$ cat config.mk
export PLATFORM = sky130hd
export DESIGN_NAME = logic_mod_counter
export DESIGN_NICKNAME = d
export VERILOG_FILES = /design/src/rtl/logic_mod_counter.sv
export SDC_FILE = /design/constraint.sdc
export NUM_CORES = 1
export LEC_CHECK = 0
export BUFFER_PORTS_ARGS = -buffer_cell sky130_fd_sc_hd__buf_2
export CORE_AREA = 2 2 39 41
export DETAILED_ROUTE_END_ITERATION = 16
export DIE_AREA = 0 0 41 43
export PLACE_DENSITY = 0.77
export SYNTH_ARGS = -nofsm -noshare
export SYNTH_HDL_FRONTEND = slang
export SYNTH_SLANG_ARGS = --single-unit
$ cat constraint.sdc
create_clock -name CK -period 2.4 [get_ports CK]
set_input_delay 0.48 -clock CK [delete_from_list [all_inputs] [get_ports CK]]
set_output_delay 0.48 -clock CK [all_outputs]
set_load 0.02 [all_outputs]
$ cat src/rtl/logic_mod_counter.sv
// logic_mod_counter: modulo-N up/down counter with parallel load and ENP/ENT cascading.
// It also has a ripple carry, a sticky wrap flag and a compare-match output.
module logic_mod_counter #(
   parameter int WIDTH   = 4,
   parameter int MODULUS = 2**WIDTH
) (
   input  logic             CK,
   input  logic             CLR,
   input  logic             SCLR,
   input  logic             nLOAD,
   input  logic             ENP,
   input  logic             ENT,
   input  logic             UP,
   input  logic [WIDTH-1:0] DATAIN,
   input  logic [WIDTH-1:0] CMP,
   input  logic             OVF_CLR,
   output logic [WIDTH-1:0] COUNTER,
   output logic             TC,
   output logic             RCO,
   output logic             OVF,
   output logic             MATCH
);

   localparam logic [WIDTH-1:0] LAST = WIDTH'(MODULUS - 1);

   logic             step;
   logic             wrap;
   logic [WIDTH-1:0] step_value;
   logic [WIDTH-1:0] count_next;

   // Out-of-range loaded values count as terminal when counting up, so they wrap to 0.
   assign TC    = UP ? (COUNTER >= LAST) : (COUNTER == '0);
   assign RCO   = TC & ENT;
   assign MATCH = (COUNTER == CMP);
   assign step  = ENP & ENT;
   assign wrap  = step & TC;

   // NOTE: each variable is given a default first, so no path through the if/else chain can infer a latch.
   always_comb begin
      step_value = '0;
      count_next = COUNTER;
      if (UP) begin
         step_value = TC ? '0 : COUNTER + WIDTH'(1);
      end else begin
         step_value = TC ? LAST : COUNTER - WIDTH'(1);
      end
      if (SCLR) begin
         count_next = '0;
      end else if (!nLOAD) begin
         count_next = DATAIN;
      end else if (step) begin
         count_next = step_value;
      end
   end

   // NOTE: registered state uses non-blocking assignments, so every flop samples values from before the edge.
   always_ff @(posedge CK or posedge CLR) begin
      if (CLR) begin
         COUNTER <= '0;
         OVF     <= 1'b0;
      end else begin
         COUNTER <= count_next;
         if (wrap) begin
            OVF <= 1'b1;
         end else if (OVF_CLR) begin
            OVF <= 1'b0;
         end
      end
   end

endmodule
# Word-level counts from Yosys, hierarchy flattened
# Index checks and enable logic that the tools add are counted.
[op_classes]
add_sub_neg = 2
magnitude_cmp = 1
n_eq_ne = 2
mux = 9
bitwise_logic = 3
reduce_logical = 2
[ops]
columns = ["operator", "n"]
rows = [
  ["$mux W4", 6],
  ["$add A4 B1 Y4 const B", 1],
  ["$eq A4 B4 Y1", 1],
  ["$ge A4 B4 Y1 const B", 1],
  ["$logic_not A4 Y1", 1],
  ["$sub A4 B1 Y4 const B", 1],
  ["$and A1 B1 Y1", 3],
  ["$mux W1", 3],
  ["$ne A3 B2 Y1 const B", 1],
  ["$reduce_bool A2 Y1", 1],
]
[word_totals]
ff_bits = 5
input_bits = 16
out_inout_bits = 8

# Longest topological paths before layout
[depth]
ltp_word = 7
mapped_depth = 7

# Least setup slack after synthesis
# No wires, ideal clock.
[synth_path]
path_type = "register to output"
startpoint = "reg COUNTER[0]"
endpoint = "out RCO"
t_arrival_ns = 2.124
required_time_ns = 1.920
slack_ns = -0.204
stages_incl_launch_ff = 7
n_path_buf = 1
path_cell_list = "dfrtp_1 > buf_6 > inv_1 > ha_1 > or3b_1 > o21ai_0 > and2_1"
[synth_between]
elab_chain_len = 3
[synth_lines]
columns = ["item", "line_no", "text"]
rows = [
  ["start, declared", "17", "output logic [WIDTH-1:0] COUNTER,"],
  ["start signal, assigned", "62", "COUNTER <= count_next;"],
  ["$ge A4 B4 Y1 / $logic_not A4 Y1 (equally long branches)", "32", "assign TC = UP ? (COUNTER >= LAST) : (COUNTER == '0);"],
  ["$mux W1 *", "32", ""],
  ["net TC", "18", "output logic TC,"],
  ["$and A1 B1 Y1 *", "33", "assign RCO = TC & ENT;"],
  ["end, declared", "19", "output logic RCO,"],
]
# The timed path passes the listed nets; every way through them passes the cells marked *.

# Final worst setup path
[layout_path]
startpoint = "reg COUNTER[1]"
endpoint = "out RCO"
[layout_between]
elab_chain_len = 3
[layout_lines]
columns = ["item", "line_no"]
rows = [
  ["$ge A4 B4 Y1 / $logic_not A4 Y1 (equally long branches)", "32"],
  ["$mux W1 *", "32"],
  ["$and A1 B1 Y1 *", "33"],
]
# Mark *: on every way between the ends. The rest lies on a longest branch, timed or not.

==> results.toml <==
[sta]
setup_violations = 0
fin_crit_ns = 2.336
period_share_pct = 97.32
slew_viol_final = 0
tightestPinTransition_ns = 0.3558
slew-limit-headroom_pct = 76.28
timing.final.hold_violations = 0
fmax_mhz = 428.1
grt_setup_unrepaired = "false"
tns_ns = 0
skew_ns = 0.0003345

[worst_setup_path]
worst-path-buf-inv = 2
crit_slowest_cell = "dfrtp_2"
endpoint_kind = "output port"
path_class = "register to output port"
cp_max_fo = 4
cp.required_ns = 1.92
cp-start-kind = "register"
worst_ep_arrival_time_ns = 1.86
crit_family = "simple AND/OR/NAND/NOR gates"
path_cells = "inv_1 -> ha_2 -> or3b_4 -> o21ai_4 -> and2_1 -> buf_2"
crit_path_max_incr_delay_ns = 0.42

[finish]
area_growth_pct = 28.88
n_antenna_cell = 0
stdcell_area_um2 = 664.4
final_common_cell = "buf_2"
final_cell_mix = "buf_2, inv_1, dfrtp_1, nor2_1, xor2_1"
drive_above_1_share_pct = 43.02
finalCoreUtilization_pct = 48.01
fin_nets = 105

[grt]
antenna_found_initial = 0
gr-total-overflow = 0
grt_max_degree = 13
grt_pass1_wl_mm = 1.918
grt_usage_pct = 15.64
grt_pass1_vias = 477

[floorplan]
die_y_um = 43
core_mm2 = 0.001384
fp-row-count = 14
die_w_um = 41
start_util_pct = 37.25
fp.dieArea_mm2 = 0.001763
io_pins = 24

[clock_network]
clk_pin_slew_worst_paths_ns = 0.05
insertion_delay_ns = 0.26
cts_tree = "done"
cts_sinks = 5
clockRootBuffer = "clkbuf_4"
cts_buffer_depth = 2
htree_num_levels = 1
numCtsBuffers = 3

[detailed_routing]
wirelength_mm = 1.251
drt_iter0_markers = 11
wl_per_cell_um = 12.26
firstDrtPassIters = 4
drc = 0
vias = 548
ant_nets = 0
drt-vias-per-instance = 5.373

[synth]
syn_nets = 80
syn_area_um2 = 515.5
synth.yosys.warnings = 0
synth_top_family_by_area = "compound AO/OA/AOI/OAI gates"
synth_xor_area_share_pct = 6.796
syn_inst = 62
synth_ff_type = "dfrtp_1"
synth.area.top_cells = "dfrtp_1, xor2_1, buf_6, inv_1, ha_1"
muxShareOfSynthArea_pct = 1.942
syn_area_per_cell_um2 = 8.314
synth-compound-area-share_pct = 27.91
yosysTopAreaCell = "dfrtp_1"
synth_edf_count = 0
synth_simple_gate_area_share_pct = 19.42
ys_seq_elements = 5
synth.distinct_cells = 34
synth_seq_area_share_pct = 24.27
synth-async-reset-ratio_pct = 100.0
yosys.area_share.adder_pct = 4.854
synth.top_cell.area_share_pct = 24.27

[place]
gp_congestion = 0.9008
numPortBuffers = 23
placed_cell_area_um2 = 611.8
dpl.hpwl_um = 946.9

[run]
cap_violations = 0

[power]
p_per_area_mw_per_mm2 = 478.3
peakVddDrop_mv = 0.3519
p_leak_uw = 0.0003516

[status]
outcome = "completed"

[worst_hold_path]
hp-class = "input pin to async pin"
## cells in the mapped netlist (2+ instances only)
master / count
a31oi_1: 2
o21ai_0: 3
buf_6: 3
nor2_1: 4
dfrtp_1: 5
nand3_1: 2
xor2_1: 4
nor4_1: 3
a21oi_1: 3
inv_1: 8
ha_1: 2
## routing by layer
layer	track usage, %	vias up	wire length (um)
met1	20.59	250	523
li1	-	273	-
met5	0	-	0
met3	1.571	3	88
met2	24.06	22	617
met4	8.000	0	21
## per-stage QoR
step	worst slack, ns	power, uW	instances	hold slack [ns]
6_report	0.06424	317.8	102	0.1109
5_1_grt	0.0006806	337.4	102	0.1311
2_1_floorplan	0.003439	177.6	62	0.2585
3_3_place_gp	0.3374	203.0	97	0.3730
4_1_cts	0.007521	307.4	101	0.1161
3_5_place_dp	0.2862	205.5	97	0.3831
## layout make-up
type	instances	area [um^2]
flip-flops and latches	5	126.4
clock buffers	3	22.52
clock inverters	1	5.005
multi-input cells	44	330.3
repair buffers	25	130.1
well taps	16	20.02
fillers	140	719.4
inverters	8	30.03
## path summary, 6_finish.rpt
check,endpoint,startpoint,depth (start not counted),slack [ns]
max reg2reg,COUNTER[0],COUNTER[1],6,0.63
min reg2reg,OVF,OVF,1,0.51
min,COUNTER[0],CLR,2,0.11
min in group CK,COUNTER[2],SCLR,2,0.45
max,RCO,COUNTER[1],6,0.06
max in group asynchronous,COUNTER[1],CLR,2,2.10
## worst register-to-register path: stages, from the launching register on
cell and delay (ns):
dfrtp_2 0.42, inv_1 0.11, ha_2 0.22, or3b_4 0.41, a21oi_1 0.17, nor3_1 0.08
o41ai_2 0.27
## timing repair
| action | in CTS | in global routing |
|---|---|---|
| setup endpoints to repair | 0 | 2 |
| hold buffers | 0 | 0 |
| buffers inserted | 0 | 1 |
| endpoints found under the hold margin | 0 | 0 |
| gates resized for setup | 0 | 5 |
## state kept, by name, indices dropped and copies added, names as in the netlist
register / flops
COUNTER: 4
OVF: 1
## report_power, final
group	total, uW	switching, uW	internal (uW)
combinational	111	60.6	50.8
sequential	102	11.1	91.1
clock	104	43.3	60.8
## logic make-up after synthesis
family	after synthesis
AND/OR/NAND/NOR	18
AO/OA/AOI/OAI	19
XOR/XNOR	4
multiplexers	1
adder cells (fa/ha/maj)	2
flip-flops	5
buffers and inverters	13
Note: power is estimated with default switching activity, not from simulation.
